--- src/rtl/average_pkg.sv ---
// Shared sizing and output scaling for the 8-sample moving average.
// Define AVERAGE_ROUND_EN to round half up instead of truncating.
package average_pkg;

    localparam int DATA_W   = 8;
    localparam int WIN      = 8;
    localparam int LOG2_WIN = 3;
    localparam int SUM_W    = 11;
    localparam int CNT_W    = 4;

    // Divide a window sum by WIN; rounding headroom is safe since 2040 + 4 < 2048.
    function automatic logic [DATA_W-1:0] scale(input logic [SUM_W-1:0] s);
        logic [SUM_W-1:0] r;
`ifdef AVERAGE_ROUND_EN
        r = s + SUM_W'(1 << (LOG2_WIN - 1));
`else
        r = s;
`endif
        return r[SUM_W-1:LOG2_WIN];
    endfunction

endpackage

--- src/rtl/avg_window.sv ---
// Sample shift register for the moving average; exposes the entry that the
// next capture drops so the running sum can subtract it.
module avg_window
    import average_pkg::*;
(
    input  logic              clk,
    input  logic              reset,
    input  logic [DATA_W-1:0] data,
    output logic [DATA_W-1:0] oldest
);

    genvar gi;
    generate
        for (gi = 0; gi < WIN; gi++) begin : g_stage
            logic [DATA_W-1:0] stage_reg;
            if (gi == 0) begin : g_head
                always_ff @(posedge clk) begin
                    if (!reset) stage_reg <= '0;
                    else        stage_reg <= data;
                end
            end else begin : g_tail
                always_ff @(posedge clk) begin
                    if (!reset) stage_reg <= '0;
                    else        stage_reg <= g_stage[gi-1].stage_reg;
                end
            end
        end
    endgenerate

    assign oldest = g_stage[WIN-1].stage_reg;

endmodule

--- src/rtl/average.sv ---
// Moving average of the last 8 unsigned samples with a fill-tracking valid.
// Build option AVERAGE_ROUND_EN selects round-half-up output scaling.
module average
    import average_pkg::*;
(
    input  logic              clk,
    input  logic              reset,
    input  logic [DATA_W-1:0] data,
    output logic              valid,
    output logic [DATA_W-1:0] out
);

    logic [DATA_W-1:0] oldest;
    logic [SUM_W-1:0]  sum_reg;
    logic [SUM_W-1:0]  sum_next;
    logic [CNT_W-1:0]  count_reg;
    logic [CNT_W-1:0]  count_next;

    avg_window u_window (
        .clk    (clk),
        .reset  (reset),
        .data   (data),
        .oldest (oldest)
    );

    // The sum always contains the dropped sample, so the subtraction never underflows.
    always_comb begin
        sum_next   = sum_reg + SUM_W'(data) - SUM_W'(oldest);
        count_next = count_reg;
        if (count_reg != CNT_W'(WIN)) count_next = count_reg + 1'b1;
    end

    always_ff @(posedge clk) begin
        if (!reset) begin
            sum_reg   <= '0;
            count_reg <= '0;
            out       <= '0;
            valid     <= 1'b0;
        end else begin
            sum_reg   <= sum_next;
            count_reg <= count_next;
            out       <= scale(sum_next);
            valid     <= (count_next == CNT_W'(WIN));
        end
    end

endmodule

--- config.mk ---
export PLATFORM = sky130hd
export DESIGN_NAME = average
export DESIGN_NICKNAME = d
export VERILOG_FILES = /design/src/rtl/average_pkg.sv /design/src/rtl/avg_window.sv /design/src/rtl/average.sv
export SDC_FILE = /design/constraint.sdc
export NUM_CORES = 1
export LEC_CHECK = 0
export CAP_MARGIN = 10
export CORE_UTILIZATION = 30
export DETAILED_ROUTE_END_ITERATION = 10
export PLACE_DENSITY = 0.47
export SETUP_SLACK_MARGIN = 0.02
export SLEW_MARGIN = 10
export SYNTH_ARGS = -nofsm -noshare
export SYNTH_HDL_FRONTEND = slang
export SYNTH_SLANG_ARGS = --single-unit
--- constraint.sdc ---
create_clock -name clk -period 2.3 [get_ports clk]
set_input_delay 0.46 -clock clk [delete_from_list [all_inputs] [get_ports clk]]
set_output_delay 0.46 -clock clk [all_outputs]
set_load 0.005 [all_outputs]
## Yosys cells after proc, flatten, opt, wreduce, memory -nomap -nowiden

Index checks and enable logic that the tools add are counted.

| word-level totals | value |
|---|---|
| register bits | 88 |
| output and inout port bits | 9 |

| operators by class | value |
|---|---|
| $add $sub $neg | 3 |
| eq/ne operators | 2 |
| mux-type cells | 1 |

Operators by type and width:

| operator | count |
|---|---|
| 11-bit by 8-bit adder with 11-bit output | 1 |
| 11-bit by 8-bit subtractor with 11-bit output | 1 |
| 4-bit by 1-bit adder with 4-bit output (second input constant) | 1 |
| 4-bit == test (second input constant) | 1 |
| 4-bit 2-to-1 mux | 1 |
| 4-bit != test (second input constant) | 1 |

## Logic depth before layout (Yosys ltp)

Gate-level depths: netlist of run 1.

| logic depth | value |
|---|---|
| depth in word-level cells | 3 |
| depth in mapped cells | 9 |

## Modules after synthesis

A second synthesis of run 1 with hierarchy kept.

| second synthesis, totals | value |
|---|---|
| cells, all modules | 294 |
| area, all modules | 3141.8 µm² |

Modules (own cells, without submodules):

| module | times used | cells each | area each (µm²) | sequential area each (µm²) |
|---|---|---|---|---|
| avg_window | 1 | 134 | 1791.7 | 1281.2 |
| average | 1 | 160 | 1350.0 | 320.3 |

## Worst setup path before layout of run 1

OpenSTA, ideal clock, no wires.

| timing path | value |
|---|---|
| path kind | input -> register |
| start | input port data[1] |
| end | register out[5] |
| library setup time | 0.072 ns |
| arrival time | 2.291 ns |
| required time | 2.228 ns |
| slack | -0.063 ns |
| cell stages on the path | 8 |
| path buffers | 0 |
| path through | inv_1 -> fa_1 -> inv_1 -> fa_1 -> a211oi_2 -> o21ai_1 -> a31oi_1 -> mux2i_1 |

| between the ends | value |
|---|---|
| cells in the longest elaborated chain, start to end | 2 |

RTL lines:

| what | line | RTL |
|---|---|---|
| start, declared | average.sv:8 | `input logic [DATA_W-1:0] data,` |
| 11-bit by 8-bit adder with 11-bit output | average.sv:28 | `sum_next = sum_reg + SUM_W'(data) - SUM_W'(oldest);` |
| 11-bit by 8-bit subtractor with 11-bit output | average.sv:28 |  |
| end signal, assigned | average.sv:42 | `out <= scale(sum_next);` |
| end, declared | average.sv:10 | `output logic [DATA_W-1:0] out` |

No other way between the ends.
A chain may end at the register's enable or synchronous reset.

## Worst setup path in the final report of run 1

| timing path | value |
|---|---|
| start | input port data[4] |
| end | register out[6] |

Same word-level chain as after synthesis.

==> results of run 1 <==
-- worst reg2reg max path: cells and delay by family (launching register included) --
family	cells	cell delay (ns)
buffers and inverters	2	0.10
DFF	1	0.32
adders and majority gates	2	0.91
AOI/OAI and AO/OA	3	0.61
muxes	1	0.19
-- placed cells by master (no fill, tap or decap), drive strengths merged, types with 8 or more instances in the layout --
cell / count
dfxtp: 80
and2: 62
inv: 42
buf: 20
nor2: 14
ha: 13
nand2: 12
clkdlybuf4s50: 11
clkbuf: 11
fa: 8
a21oi: 8
-- timing repair --
item                                    CTS  global route
endpoints found under the setup margin    8             6
pin swaps                                13            17
buffers inserted                          1             2
cloned                                    0             0
resized for setup                        23            18
-- cell type report --
cell class              count  area share [%]
clock buffers              10           3.575
clock inverters             6           2.372
inverters                  41           3.997
multi-input cells         159           35.07
flip-flops and latches     80           41.60
well taps                 133           4.322
repair buffers             38           9.067
-- how the worst max path moves through the flow --
stage	startpoint	end	slack, ns
floorplan	data[1]	out[5]	0.04
global placement	data[1]	out[3]	-0.54
detailed placement	data[1]	out[3]	-0.56
CTS	data[7]	out[6]	0.02
global route	sum_reg[1]	out[5]	0.03
finish	data[4]	out[6]	0.13
-- metal layers --
metal	wire length (µm)	track usage [%]
met5	0	0
met4	120	6.044
met3	233	4.678
met2	2140	15.95
met1	2510	14.78
-- kinds of logic (layout without fill, tap and decap cells) --
group	Yosys count	count (layout)	synth area share, %
xor gates and xnor gates	6	6	1.727
buffers and inverters	58	95	8.224
adders and majority gates	21	21	10.61
muxes	6	6	1.974
DFF	80	80	52.63
AOI/OAI and AO/OA	24	24	5.839
and+or+nand+nor	102	102	19.00
-- report_power, final --
part,leakage [µW],internal (µW),switching [µW]
logic,0.000928,899,815
registers,0.000653,1490,59.5
clock network,0.000117,646,514
-- metrics by stage --
stage / power [µW] / utilization (%)
floorplan: 2491 / -
global placement: 2872 / 34.94
detailed placement: 2876 / 34.94
CTS: 4312 / 38.43
global route: 4740 / 39.21
finish: 4421 / 39.21
==> results.txt, run 1 <==
status = complete, no violations
multi-input combinational cell area = 1350 µm²
hold_sp = data[5]
fin nets = 360
Reg2Reg Depth = 8
Ports = 19
min Tclk post-route = 2.174 ns
Seq/Total Area, Yosys = 52.63%
CTS root buf = clkbuf_8
Post-synth EDFFs = 0
first-pass GRT wire length = 8.742 mm
relative slew slack = 79.40%
Lkg Pwr = 0.001698 µW
Top delay family on crit path = adder cells
fillers = 1,036
Critical Path AT = 2.46 ns
P&R area growth vs syn = 26.52%
Worst Path Max Fanout = 5
slowest CP cell = fa_1
Pre-antenna DRT Iters = 4
top cells by count, synth = dfxtp_1 (80), and2_1 (62), inv_1 (40), nor2_1 (14), ha_1 (13)
clock buffer depth = 2
CP most frequent cell = inv_2
Post-Layout Inst Area = 3850 µm²
clock skew = 0.004069 ns
max reg flops = 56
Worst-Margin Slew = 0.3057 ns
total gr overflow = 0
register area = 1602 µm²
Post-DP HPWL = 3.283 mm
Post-CTS Hold Buffers = 0
Total GRT Usage = 11.36%
Final Hold Viols = 0
final setup TNS = 0 ns
CP required = 2.58 ns
syn_nets = 328
Synth Warn # = 0
RSZ-0062 raised after global routing = no
RePlAce Congestion = 0.7459
# rows = 36
largest net degree at the start of global routing = 63
dpl cell area = 3431 µm²
Post-Syn Area per Cell = 10.25 µm²
IR drop worst, VDD = 394.8 µV
TritonCTS Sinks = 80
Crit Path Class = input port to register
unique cell type count in the Yosys netlist = 35
initial antenna violation count = 0
DR vias = 1,863
Die Footprint = 10,550 µm²
final hold slack = 0.3759 ns
critical path depth = 9
core area = 9819 µm²
slowest cell delay on critical path = 0.49 ns
Reg2Reg Launch Point = sum_reg[1]
FFs w/ async S/R, synth = 0%
share of cells above drive strength 1 = 22.16%
Max Fclk = 459.9 MHz
Routed Antenna Nets = 0
most instantiated library cell after synthesis = dfxtp_1
Buf/Inv on CP = 3
Worst Hold Class = input port to register
MaxCap Viol Count = 0
CTS H-tree depth = 3
Routed WL = 5.004 mm
ys flop type = dfxtp_1
clk slew on worst S/H paths = 0.09 ns
top-area cell type share of the netlist area = 52.63%
Num CTS Buffers = 9
reg-to-reg endpoint = out[5]
CP Capture Type = register
reg2reg setup slack = 0.13 ns
Die Span X = 102.7 µm
Cells after Synth = 297
Die H = 102.7 µm
Startpoint Class = input port
Power Density = 1148 nW/µm²
crit path cell chain = clkdlybuf4s50_1 -> inv_2 -> fa_1 -> inv_2 -> ha_4 -> nand3_4 -> o211ai_4 -> a221oi_2 -> mux2i_1
vias per cell = 3.989
clock latency on the worst-skew pair = 0.35 ns
routed length per instance = 10.72 µm
Final Cycle Share = 94.54%
Synth area leaders = dfxtp_1 (53%), and2_1 (13%), ha_1 (5.3%)
Min-Delay Endpoint = u_window.g_stage[0].stage_reg[5]
initial core utilization = 30.99%
Hold Path Depth = 3
Place WS = -0.5562 ns
Inst Count DP = 448
area leader, netlist = dfxtp_1
DRC errors left = 0
# setup viols final = 0
Final Max Slew Viols = 0
synthesized area = 3043 µm²
vias in the first global route = 1,807
IO Port Bufs = 18
Setup WS post-layout = 0.1257 ns
flops & latches, synth = 80
CTS tree = yes
antenna cells = 0
initial DRC count = 51
Final Non-Filler Cells = 467
No activity file was read; power rests on OpenSTA's default activity.
==> inputs of run 2 (changes only) <==
- PLACE_DENSITY: 0.47 -> not set
- PLACE_DENSITY_LB_ADDON: not set -> 0.1
- SYNTH_HIERARCHICAL: not set -> 1
==> run 2 against run 1 <==
Sequential share of layout area decreased by 0.42 points. Critical path depth decreased by 1. Die area increased by 3.2%. Global-route usage decreased by 1.2 points. Sequential power about the same. Area after synthesis increased by 3.2%. Final cell count increased by 0.21%. Critical path type is now register to register.
==> results.txt, run 2 <==
clock buffer depth = 2 (unchanged)
top-area cell type share of the netlist area = 50.98% (was 52.63%)
initial antenna violation count = 0 (unchanged)
# setup viols final = 0 (unchanged)
share of cells above drive strength 1 = 39.40% (was 22.16%)
largest net degree at the start of global routing = 32 (was 63)
slowest cell delay on critical path = 0.51 ns (was 0.49 ns)
Int Power = 3042 µW (was 3031 µW)
Synth Warn # = 6 (was 0)
Reg2Reg Launch Point = sum_reg[1] (unchanged)
Startpoint Class = register (was input port)
FFs w/ async S/R, synth = 0% (unchanged)
min Tclk post-route = 2.240 ns (was 2.174 ns)
first-pass GRT wire length = 8.625 mm (was 8.742 mm)
CP Capture Type = register (unchanged)
DRC errors left = 0 (unchanged)
combinational fraction of design power = 38.4% (was 38.8%)
initial core utilization = 31.56% (was 30.99%)
# rows = 36 (unchanged)
routed length per instance = 10.69 µm (was 10.72 µm)
TritonCTS Sinks = 80 (unchanged)
Critical Path Start = sum_reg[1] (was data[4])
Worst-Margin Slew = 0.4241 ns (was 0.3057 ns)
most instantiated library cell after synthesis = dfxtp_1 (unchanged)
Place WS = -0.5751 ns (was -0.5562 ns)
Die Span X = 104.3 µm (was 102.7 µm)
Critical Path AT = 2.52 ns (was 2.46 ns)
vias in the first global route = 1,847 (was 1,807)
relative slew slack = 71.73% (was 79.40%)
Num CTS Buffers = 9 (unchanged)
Final Non-Filler Cells = 468 (was 467)
CTS H-tree depth = 3 (unchanged)
synthesized area = 3142 µm² (was 3043 µm²)
Lkg Pwr = 0.001709 µW (was 0.001698 µW)
Seq/Total Area, Yosys = 50.98% (was 52.63%)
Switching Share = 30.47% (was 31.43%)
max reg flops = 56 (unchanged)
unique cell type count in the Yosys netlist = 31 (was 35)
Routed Antenna Nets = 0 (unchanged)
RePlAce Congestion = 0.7017 (was 0.7459)
Die Footprint = 10,890 µm² (was 10,550 µm²)
Routed WL = 5.004 mm (unchanged)
total gr overflow = 0 (unchanged)
Cells after Synth = 294 (was 297)
area leader, netlist = dfxtp_1 (unchanged)
CTS root buf = clkbuf_8 (unchanged)
GRT met1 Usage = 13.45% (was 14.78%)
most frequent cells in the layout = dfxtp_1 (79), and2_2 (64), inv_1 (33), buf_4 (22), clkdlybuf4s50_1 (11) (was dfxtp_1 (80), and2_1 (62), inv_1 (28), buf_4 (19), nor2_1 (14))
Post-DP HPWL = 3.412 mm (was 3.283 mm)
Post-Syn Area per Cell = 10.69 µm² (was 10.25 µm²)
Buf/Inv on CP = 2 (was 3)
NetSw = 1333 µW (was 1389 µW)
RSZ-0062 raised after global routing = yes (was no)
Power Density = 1124 nW/µm² (was 1148 nW/µm²)
Setup WS post-layout = 0.06041 ns (was 0.1257 ns)
hold_sp = data[1] (was data[5])
IR drop worst, VDD = 404.7 µV (was 394.8 µV)
vias per cell = 4.028 (was 3.989)
ys flop type = dfxtp_1 (unchanged)
power share of the sequential group = 35.2% (was 35.0%)
CP required = 2.58 ns (about the same)
busiest grt layer = met2 (unchanged)
syn_nets = 325 (was 328)
Crit Path Class = register to register (was input port to register)
Post-synth EDFFs = 0 (unchanged)
Die H = 104.3 µm (was 102.7 µm)
clk slew on worst S/H paths = 0.08 ns (was 0.09 ns)
DR vias = 1,885 (was 1,863)
flops & latches, synth = 80 (unchanged)
slowest CP cell = fa_1 (unchanged)
Clk pwr share = 26.4% (was 26.3%)
Final Cycle Share = 97.37% (was 94.54%)
P&R area growth vs syn = 23.89% (was 26.52%)
CTS tree = yes (unchanged)
Inst Count DP = 449 (was 448)
multi-input combinational cell area = 1420 µm² (was 1350 µm²)
Worst Path Max Fanout = 4 (was 5)
met3 GRT Util = 2.945% (was 4.678%)
clock latency on the worst-skew pair = 0.34 ns (was 0.35 ns)
Max Fclk = 446.5 MHz (was 459.9 MHz)
Top delay family on crit path = adder cells (unchanged)
Pre-antenna DRT Iters = 4 (unchanged)
crit path cell chain = inv_2 -> fa_1 -> inv_2 -> fa_2 -> a211oi_4 -> o21ai_2 -> a221oi_2 -> mux2i_1 (was clkdlybuf4s50_1 -> inv_2 -> fa_1 -> inv_2 -> ha_4 -> nand3_4 -> o211ai_4 -> a221oi_2 -> mux2i_1)
Synth area leaders = dfxtp_1 (51%), and2_2 (15%), ha_1 (5.2%) (was dfxtp_1 (53%), and2_1 (13%), ha_1 (5.3%))
fin nets = 361 (was 360)
most common cell after layout, fill and taps aside = dfxtp_1 (unchanged)
initial DRC count = 34 (was 51)
final setup TNS = 0 ns (unchanged)
clock skew = 0.007485 ns (was 0.004069 ns)
status = complete, no violations (unchanged)
Worst Hold Class = input port to register (unchanged)
antenna cells = 0 (unchanged)
IO Port Bufs = 18 (unchanged)
Final Max Slew Viols = 0 (unchanged)
top cells by count, synth = dfxtp_1 (80), and2_2 (64), inv_1 (38), ha_1 (13), nor2_1 (12) (was dfxtp_1 (80), and2_1 (62), inv_1 (40), nor2_1 (14), ha_1 (13))
Final Hold Viols = 0 (unchanged)
register area = 1603 µm² (was 1602 µm²)
MaxCap Viol Count = 0 (unchanged)
Total GRT Usage = 10.11% (was 11.36%)
met2 usage = 14.19% (was 15.95%)
CP most frequent cell = inv_2 (unchanged)
final hold slack = 0.3703 ns (was 0.3759 ns)
Post-CTS Hold Buffers = 0 (unchanged)
core area = 9955 µm² (was 9819 µm²)
Ports = 19 (unchanged)
fillers = 995 (was 1,036)
## run 2: cell types whose count changed after synthesis, sizes merged, moves of 3 or more
cell and change:
a211oi +3, a21o +3, and2 +5, inv -3, nand2 -3
## run 2: final cells by class
cell class,count,share of cell area (%)
flip-flops and latches,80,41.18
multi-input cells,161,36.48
repair buffers,40,8.550
well taps,133,4.275
inverters,38,3.664
clock buffers,10,3.536
clock inverters,6,2.314
## run 2: per-stage QoR
step | total power [µW] | instance area, µm² | util [%]
finish | 4375 | 3892 | 39.10
floorplan | 2553 | 3159 | -
global placement | 3025 | 3550 | 35.66
CTS | 4389 | 3855 | 38.73
detailed placement | 3030 | 3550 | 35.66
global route | 4682 | 3892 | 39.10
## run 2: per-layer routing
metal  vias up  part of all wire [%]
li1        976                     -
met1       865                    52
met2        30                    41
met3        14                   3.5
met4         0                   3.1
met5         -                     0
## run 2: what timing repair did
item	4_1_cts	5_1_grt
pin swaps	8	9
resized for setup	19	11
endpoints found under the setup margin	7	6
buffers inserted	3	0
## run 2: power by group through the flow
| stage | logic (µW) | clock network, µW | registers (µW) |
|---|---|---|---|
| after floorplan | 1000 | 0 | 1550 |
| after global placement | 1450 | 0 | 1570 |
| after detailed placement | 1460 | 0 | 1570 |
| after CTS | 1640 | 1210 | 1540 |
| after global routing | 1860 | 1260 | 1550 |
| final | 1680 | 1150 | 1540 |
## run 2: kinds of logic (layout without fill, tap and decap cells)
family                     count (synthesis)  count (layout)  share of synthesized area [%]
and+or+nand+nor                           96              96                          19.87
DFF                                       80              80                          50.98
buffers and inverters                     53              94                          7.527
AOI/OAI and AO/OA                         34              34                          8.323
adders and majority gates                 21              21                          10.27
muxes                                      6               6                          1.912
xor gates and xnor gates                   4               4                          1.115
## run 2: final timing paths
| path | to | slack [ns] | cells past startpoint |
|---|---|---|---|
| worst max-delay path | out[7] | 0.06 | 8 |
| worst min-delay path | u_window/g_stage[0].stage_reg[1] | 0.37 | 2 |
| worst max register to register | out[7] | 0.06 | 8 |
| worst min register to register | u_window/oldest[7] | 0.45 | 1 |
